`src/rtl/coredma_sram_fifo_ctrl.sv`:
```
// coredma_sram_fifo_ctrl: pointer/occupancy sequencer for the 4x50 DMA micro-RAM FIFO, feeding a
// 3-entry first-word-fall-through output buffer that hides the 2-cycle registered RAM read.
// Optional LEVEL / OVF_ERR status logic is built only when COREDMA_SRAM_FIFO_STATUS_EN is defined.
module coredma_sram_fifo_ctrl #(
  parameter int ADDR_WIDTH = 2,
  parameter int DATA_WIDTH = 50
) (
  input  logic                  CLK,
  input  logic                  SRST_N,
  input  logic                  FLUSH,
  input  logic                  WR_VALID,
  output logic                  WR_READY,
  input  logic [DATA_WIDTH-1:0] WR_DATA,
  output logic                  RD_VALID,
  input  logic                  RD_READY,
  output logic [DATA_WIDTH-1:0] RD_DATA,
  output logic                  RAM_W_EN,
  output logic [ADDR_WIDTH-1:0] RAM_W_ADDR,
  output logic [DATA_WIDTH-1:0] RAM_W_DATA,
  output logic [ADDR_WIDTH-1:0] RAM_R_ADDR,
  output logic                  RAM_R_ADDR_EN,
  output logic                  RAM_R_DATA_EN,
  input  logic [DATA_WIDTH-1:0] RAM_R_DATA,
  output logic                  RAM_BLK_EN,
  output logic [ADDR_WIDTH+1:0] LEVEL,
  output logic                  OVF_ERR
);
  localparam int CW = ADDR_WIDTH + 1;
  localparam logic [CW-1:0] DEPTH = {1'b1, {ADDR_WIDTH{1'b0}}};

  typedef enum logic [1:0] {ST_RUN = 2'd0, ST_DRAIN = 2'd1, ST_CLEAR = 2'd2} state_t;

  state_t                r_state, w_state_nxt;
  logic                  w_run, w_clear;
  logic [ADDR_WIDTH-1:0] r_wr_ptr, r_rd_ptr;
  logic [CW-1:0]         r_ram_cnt, w_ram_cnt_nxt;
  logic                  r_rd_addr_vld;   // launch issued last cycle: RAM data register loads now
  logic                  r_rd_data_vld;   // RAM_R_DATA holds a launched word: capture now
  logic [DATA_WIDTH-1:0] r_buf [3];
  logic [DATA_WIDTH-1:0] w_buf [3];
  logic [1:0]            r_out_cnt, w_out_cnt_nxt;
  logic                  r_blk_en;
  logic [1:0]            w_inflight;
  logic                  w_wr_ready, w_push, w_launch, w_capture, w_rd_valid, w_pop;

  // FSM state register
  always_ff @(posedge CLK) begin
    if (!SRST_N) r_state <= ST_RUN;
    else         r_state <= w_state_nxt;
  end

  // FSM next state: flush drains the read pipeline, then clears for one cycle
  always_comb begin
    w_state_nxt = r_state;
    case (r_state)
      ST_RUN:   if (FLUSH) w_state_nxt = ST_DRAIN;
      ST_DRAIN: if (w_inflight == 2'd0) w_state_nxt = ST_CLEAR;
      ST_CLEAR: w_state_nxt = ST_RUN;
      default:  w_state_nxt = ST_RUN;
    endcase
  end

  // FSM outputs
  always_comb begin
    w_run   = (r_state == ST_RUN);
    w_clear = (r_state == ST_CLEAR);
  end

  // Launch budget uses only registered counts, so RD_READY never reaches RAM_R_ADDR_EN.
  assign w_inflight = {1'b0, r_rd_addr_vld} + {1'b0, r_rd_data_vld};
  assign w_wr_ready = SRST_N & w_run & (r_ram_cnt < DEPTH);
  assign w_push     = WR_VALID & w_wr_ready;
  assign w_launch   = SRST_N & w_run & (r_ram_cnt != '0) &
                      (({1'b0, r_out_cnt} + {1'b0, w_inflight}) < 3'd3);
  assign w_capture  = w_run & r_rd_data_vld;
  assign w_rd_valid = w_run & (r_out_cnt != 2'd0);
  assign w_pop      = w_rd_valid & RD_READY;

  assign WR_READY      = w_wr_ready;
  assign RAM_W_EN      = w_push;
  assign RAM_W_ADDR    = r_wr_ptr;
  assign RAM_W_DATA    = WR_DATA;
  assign RAM_R_ADDR    = r_rd_ptr;
  assign RAM_R_ADDR_EN = w_launch;
  assign RAM_R_DATA_EN = r_rd_addr_vld;
  assign RAM_BLK_EN    = r_blk_en;
  assign RD_VALID      = w_rd_valid;
  assign RD_DATA       = r_buf[0];

  // RAM word count: words written in an earlier cycle minus words launched
  always_comb begin
    w_ram_cnt_nxt = r_ram_cnt + CW'(w_push) - CW'(w_launch);
    if (w_clear) w_ram_cnt_nxt = '0;
  end

  // RAM pointers and occupancy
  always_ff @(posedge CLK) begin
    if (!SRST_N || w_clear) begin
      r_wr_ptr <= '0;
      r_rd_ptr <= '0;
    end else begin
      if (w_push)   r_wr_ptr <= r_wr_ptr + ADDR_WIDTH'(1);
      if (w_launch) r_rd_ptr <= r_rd_ptr + ADDR_WIDTH'(1);
    end
    if (!SRST_N) r_ram_cnt <= '0;
    else         r_ram_cnt <= w_ram_cnt_nxt;
  end

  // Read pipeline tracking; reset drops any word still travelling through the RAM
  always_ff @(posedge CLK) begin
    if (!SRST_N) begin
      r_rd_addr_vld <= 1'b0;
      r_rd_data_vld <= 1'b0;
      r_blk_en      <= 1'b0;
    end else begin
      r_rd_addr_vld <= w_launch;
      r_rd_data_vld <= r_rd_addr_vld;
      r_blk_en      <= 1'b1;
    end
  end

  // Output buffer next value: pop shifts down first, then the captured word lands behind survivors
  always_comb begin
    w_buf         = r_buf;
    w_out_cnt_nxt = r_out_cnt;
    if (w_pop) begin
      w_buf[0]      = r_buf[1];
      w_buf[1]      = r_buf[2];
      w_out_cnt_nxt = r_out_cnt - 2'd1;
    end
    if (w_capture) begin
      for (int i = 0; i < 3; i++) begin
        if (2'(i) == w_out_cnt_nxt) w_buf[i] = RAM_R_DATA;
      end
      w_out_cnt_nxt = w_out_cnt_nxt + 2'd1;
    end
    if (w_clear) w_out_cnt_nxt = 2'd0;
  end

  // Output buffer registers
  always_ff @(posedge CLK) begin
    if (!SRST_N) begin
      r_buf     <= '{default: '0};
      r_out_cnt <= 2'd0;
    end else begin
      r_buf     <= w_buf;
      r_out_cnt <= w_out_cnt_nxt;
    end
  end

`ifdef COREDMA_SRAM_FIFO_STATUS_EN
  localparam int LW = ADDR_WIDTH + 2;
  logic [LW-1:0] r_level;
  logic          r_ovf;

  // Status: registered total occupancy and sticky push-while-full flag
  always_ff @(posedge CLK) begin
    if (!SRST_N) begin
      r_level <= '0;
      r_ovf   <= 1'b0;
    end else begin
      r_level <= LW'(w_ram_cnt_nxt) + LW'(w_out_cnt_nxt) +
                 LW'({1'b0, w_launch} + {1'b0, r_rd_addr_vld});
      if (w_clear)                                r_ovf <= 1'b0;
      else if (w_run && WR_VALID && !w_wr_ready)  r_ovf <= 1'b1;
    end
  end

  assign LEVEL   = r_level;
  assign OVF_ERR = r_ovf;
`else
  assign LEVEL   = '0;
  assign OVF_ERR = 1'b0;
`endif

endmodule

```
`config.mk`:
```
export PLATFORM = sky130hd
export DESIGN_NAME = coredma_sram_fifo_ctrl
export DESIGN_NICKNAME = d
export VERILOG_FILES = /design/src/rtl/coredma_sram_fifo_ctrl.sv
export SDC_FILE = /design/constraint.sdc
export NUM_CORES = 1
export LEC_CHECK = 0
export CAP_MARGIN = 20
export CORE_AREA = 2 2 173 175
export CTS_BUF_LIST = sky130_fd_sc_hd__clkbuf_8
export DETAILED_ROUTE_END_ITERATION = 8
export DIE_AREA = 0 0 175 177
export GPL_ROUTABILITY_DRIVEN = 0
export PLACE_DENSITY = 0.55
export SLEW_MARGIN = 10
export SYNTH_ARGS = -nofsm -noshare
export SYNTH_HDL_FRONTEND = slang
export SYNTH_SLANG_ARGS = --single-unit
```
`constraint.sdc`:
```
create_clock -name CLK -period 5.05 [get_ports CLK]
set_clock_uncertainty 0.1 [all_clocks]
set_input_delay 1.2625 -clock CLK [delete_from_list [all_inputs] [get_ports CLK]]
set_output_delay 1.2625 -clock CLK [all_outputs]
set_load 0.01 [all_outputs]
```
* Yosys cells after proc, flatten, opt, wreduce, memory -nomap -nowiden
Cells that the tools add are included.
** Operators by class
- $mul :: 0
- Muxes and demuxes :: 11
- Reduce and logical (&&, ||, !) cells :: 10
- Order comparisons :: 2
- Shift operators :: 0
- Div/mod/pow operators :: 0
- Eq/ne operators :: 6
- Add/sub/neg operators :: 8
- Bitwise operators :: 9
** Operators by type and width (count)
- 150-bit two-way mux :: 1
- 50-bit two-way mux :: 3
- 100-bit two-way mux :: 1
- 1-bit bitwise AND :: 8
- 2-bit two-way mux :: 4
- 2-bit by 1-bit adder with 2-bit output, second input constant :: 3
- 2-bit zero test :: 3
- 2-bit inequality test, second input constant :: 2
- 2-bit case mux with 2 select lines :: 1
- 2-bit AND reduction :: 2
- 2-bit by 2-bit adder with 3-bit output :: 1
- 3-bit by 1-bit adder with 3-bit output :: 1
- 3-bit by 2-bit less-than comparator with 1-bit output, second input constant :: 1
- 3-bit less-than comparator, second input constant :: 1
- 3-bit nonzero test :: 1
- 3-bit by 1-bit subtractor with 3-bit output :: 1
- 1-bit by 1-bit adder with 2-bit output :: 1
- 1-bit by 2-bit equality test with 1-bit output, first input constant :: 1
- 2-bit by 1-bit equality test with 1-bit output, second input constant :: 1
- 2-bit equality test, first input constant :: 1
- 2-bit equality test, second input constant :: 1
- 2-bit nonzero test :: 1
- 2-bit OR reduction :: 1
- 2-bit by 1-bit subtractor with 2-bit output, second input constant :: 1
- 4 further kinds :: 4
** Storage, ports and cells
- Latch bits :: 0
- Memory bits (writable) :: 0
- Output and inout bits :: 115
- Input bits :: 105
- ROM bits :: 0
- Register bits :: 164
- Memories :: 0
- Logic and storage cells :: 57

* Longest topological paths before layout
- Depth in word-level cells :: 7
- Mapped depth :: 15
- Mapped depth without buffers :: 14

* Worst setup path before layout
OpenSTA, ideal clock, no wires.
- Kind :: input to output
- Start :: in SRST_N
- End :: out RAM_W_EN
- Cell stages on the path :: 3
- Setup slack :: 1303 ps
- Buffers on the path :: 1
- Data required time :: 3688 ps
- Arrival :: 2384 ps
- Cells stage by stage :: clkbuf_1 -> nor4b_1 -> and2_1
** On the way
- Word-level cells in the longest chain between the ends :: 3
** Ends and longest elaborated chain
- start, declared :: RTL line 9 : input logic SRST_N,
- 1-bit bitwise AND (2 in series) :: RTL line 71 : assign w_wr_ready = SRST_N & w_run & (r_ram_cnt < DEPTH);
- via WR_READY :: RTL line 12 : output logic WR_READY,
- 1-bit bitwise AND :: RTL line 72 : assign w_push = WR_VALID & w_wr_ready;
- end, declared :: RTL line 17 : output logic RAM_W_EN,
The timed path passes the listed nets, and every way through them passes these cells.

* Final worst setup path
- Start :: reg r_rd_data_vld
- End :: out RAM_R_ADDR_EN
** On the way
- Word-level cells in the longest chain between the ends :: 4
** Ends and longest elaborated chain
- start, declared :: RTL line 38 : logic r_rd_data_vld;
- start signal, assigned :: RTL line 117 : r_rd_data_vld <= r_rd_addr_vld;
- 1-bit by 1-bit adder with 2-bit output :: RTL line 70 : assign w_inflight = {1'b0, r_rd_addr_vld} + {1'b0, r_rd_data_vld};
- 2-bit by 2-bit adder with 3-bit output :: RTL line 74 : (({1'b0, r_out_cnt} + {1'b0, w_inflight}) < 3'd3);
- 3-bit by 2-bit less-than comparator with 1-bit output :: RTL line 74
- 1-bit bitwise AND :: RTL line 73 : assign w_launch = SRST_N & w_run & (r_ram_cnt != '0) &
- end, declared :: RTL line 21 : output logic RAM_R_ADDR_EN,
Every way passes these cells.

==> flow_metrics.py <==
metrics = {
    "outcome": {
        "outcome": "complete, no violations",
    },
    "worst_setup_path": {
        "path_common_cell": "ha_1",
        "crit_fanout": 11,
        "rr_startpoint": "r_rd_data_vld$_SDFF_PN0_",
        "crit_required_ns": 3.69,
        "max_stage_delay_ns": 0.67,
        "path_class": "register to output pin",
        "crit_path_cell_trace": "inv_1 > ha_1 > ha_1 > fa_1 > a21oi_1 > and3_1 > clkdlybuf4s50_1",
        "cp_data_arrival_time_ns": 3.18,
        "critPathSlowestCell": "dfxtp_1",
        "crit_start": "r_rd_data_vld$_SDFF_PN0_",
        "endpoint_kind": "output pin",
        "worstRegToRegCells": 14,
        "critPathLaunchType": "register",
    },
    "die": {
        "die_h_um": 177,
        "std_cell_rows": 63,
        "die_area_mm2": 0.0310,
        "initial_utilization_pct": 25.5,
        "boundaryPins": 220,
        "fp.dieW_um": 175,
        "core_mm2": 0.0292,
    },
    "sta": {
        "setup_violations": 0,
        "drv_slew": 0,
        "final.setup.worst_slack_ns": 0.509,
        "tns_ns": 0,
        "finalHoldViolations": 0,
        "slew-limit-headroom_pct": 39.0,
        "rsz0062_at_grt": "false",
        "tightest_slew_ns": 0.916,
        "fmax_mhz": 220,
        "final.min_clock_period_ns": 4.54,
        "fin_crit_sh_pct": 89.9,
        "hold_ws_ns": 0.358,
    },
    "final_layout": {
        "layout_commonest_cell": "nand2_1",
        "drive_above_1_share_pct": 5.69,
        "final_cell_mix": "nand2_1, dfxtp_1, clkdlybuf4s50_1",
        "area_delta_synth_final_pct": 15.4,
        "fill_cells": 3107,
        "regArea_mm2": 0.00328,
        "finish.utilization_pct": 29.4,
        "nNetsFinal": 1052,
        "multi_input_area_mm2": 0.00311,
        "diodes": 0,
    },
    "global_route": {
        "grt_max_degree": 65,
        "grt_remaining_overflow": 0,
        "grt_pass1_vias": 5617,
        "antenna_found_initial": 0,
        "grt_use_total_pct": 11.9,
        "grt_pass1_wl_um": 29700,
    },
    "run": {
        "drv_cap": 0,
    },
    "pwr": {
        "ir_worst_vdd_v": 0.000124,
        "leakage_uw": 0.00271,
        "power_density_mw_per_mm2": 401,
    },
    "clock_network": {
        "cts_hold_buf": 0,
        "ctsRootBufferMaster": "clkbuf_8",
        "postCtsSetupBuffers": 0,
        "clock_latency_ns": 0.44,
        "clk_pin_slew_ns": 0.09,
        "cts_sinks": 164,
        "clockBufferDepth": 2,
        "cts_tree": "built",
        "ctsResizeCount": 0,
        "h-tree-depth": 4,
        "cts_made_buffers": 17,
    },
    "yosys": {
        "yosysTopAreaCellShare_pct": 44.1,
        "seq_area_frac_synth_pct": 44.1,
        "async_flop_share_pct": 0,
        "synthCells": 968,
        "synthTopCellsByArea": "dfxtp_1, nand2_1, buf_4, a31oi_1, o21ai_0",
        "yosysWarnings": 0,
        "synthesis.area_mm2": 0.00745,
        "yosys.area.top_type": "dfxtp_1",
        "synth_edf_count": 0,
        "ys_seq_elements": 164,
        "avgSynthCellArea_um2": 7.69,
        "synth_cell_types": 36,
        "synth_top_flop_cell": "dfxtp_1",
    },
    "place": {
        "dp_hpwl_um": 10800,
        "pre_cts_slack_ns": 0.737,
        "portBuffers": 114,
    },
    "drt": {
        "vias": 6037,
        "wirelength_um": 18100,
        "post_drt_wl_per_cell_um": 13.5,
        "drt_iter0_markers": 406,
        "dr.pass1.iters": 5,
        "final_antenna_net_count": 0,
        "routed_via_density": 4.51,
        "drc_errors": 0,
    },
    "min_path": {
        "min_path_type": "register to register",
        "min_path_cells": 2,
        "hp-start": "r_buf[40]$_SDFFE_PN0P_",
    },
}
## worst max-delay path: cells and delay by family, from the launching register on
| kind | cells | cell delay (ns) |
|---|---|---|
| fa+ha+maj | 3 | 0.91 |
| buf+inv | 2 | 0.68 |
| flops | 1 | 0.67 |
| simple gates | 1 | 0.26 |
| compound gates | 1 | 0.22 |
## stage by stage
stage / cell area (um^2) / std cells / total power, uW
floorplan: 7460 / 972 / 2200
global placement: 8170 / 1306 / 2480
detailed placement: 8170 / 1306 / 2490
CTS: 8570 / 1338 / 3520
global route: 8590 / 1339 / 3680
finish: 8590 / 1339 / 3440
## per-layer routing
metal | wire (um) | vias to the layer above | GRT usage (%)
li1 | - | 3074 | -
met1 | 8770 | 2844 | 15.3
met2 | 8410 | 108 | 19.7
met3 | 712 | 11 | 3.14
met4 | 177 | 0 | 3.40
met5 | 0 | - | 0
## cell type report
cell class / count / area share (%)
clock buffer: 17 / 2.72
clock inverter: 15 / 1.95
inverter: 11 / 0.481
multi-input combinational: 616 / 36.2
sequential: 164 / 38.2
tap: 390 / 5.68
timing repair buffer: 126 / 14.7
## final timing paths
check / end / slack [ns]
max: RAM_R_ADDR_EN / 0.51
min: r_buf[40]$_SDFFE_PN0P_ / 0.36
max reg2reg: r_ram_cnt[2]$_SDFF_PP0_ / 1.42
min reg2reg: r_buf[40]$_SDFFE_PN0P_ / 0.36
## cells in the mapped netlist, types with 6 or more instances
| master | n |
|---|---|
| a21oi_1 | 51 |
| a31oi_1 | 100 |
| buf_2 | 24 |
| buf_4 | 105 |
| clkbuf_1 | 51 |
| dfxtp_1 | 164 |
| ha_1 | 9 |
| inv_1 | 10 |
| mux2i_1 | 6 |
| nand2_1 | 304 |
| o21ai_0 | 82 |
| o21ai_1 | 18 |
## state kept, by name, indices dropped and copies added, names as in the netlist
register / count
r_ram_cnt: 3
RAM_R_ADDR: 2
RAM_W_ADDR: 2
RD_DATA: 50
r_buf: 100
RAM_BLK_EN: 1
r_state: 2
r_out_cnt: 2
r_rd_data_vld: 1
RAM_R_DATA_EN: 1
## logic make-up after synthesis
group,Yosys count,share of synthesized area (%)
flip-flops,164,44.1
XOR/XNOR,2,0.235
buffers and inverters,192,15.4
AND/OR/NAND/NOR,338,18.4
adder cells (fa/ha/maj),11,2.05
AO/OA/AOI/OAI,253,18.8
multiplexers,7,0.958
other,1,0.0504
## report_power, final
| part | internal (uW) | total [uW] | switching [uW] | leakage, uW |
|---|---|---|---|---|
| Combinational | 399 | 913 | 514 | 0.00119 |
| Sequential | 1430 | 1530 | 97.4 | 0.00133 |
| Clock | 454 | 999 | 545 | 0.000198 |
Note: power is estimated with default switching activity, not from simulation.
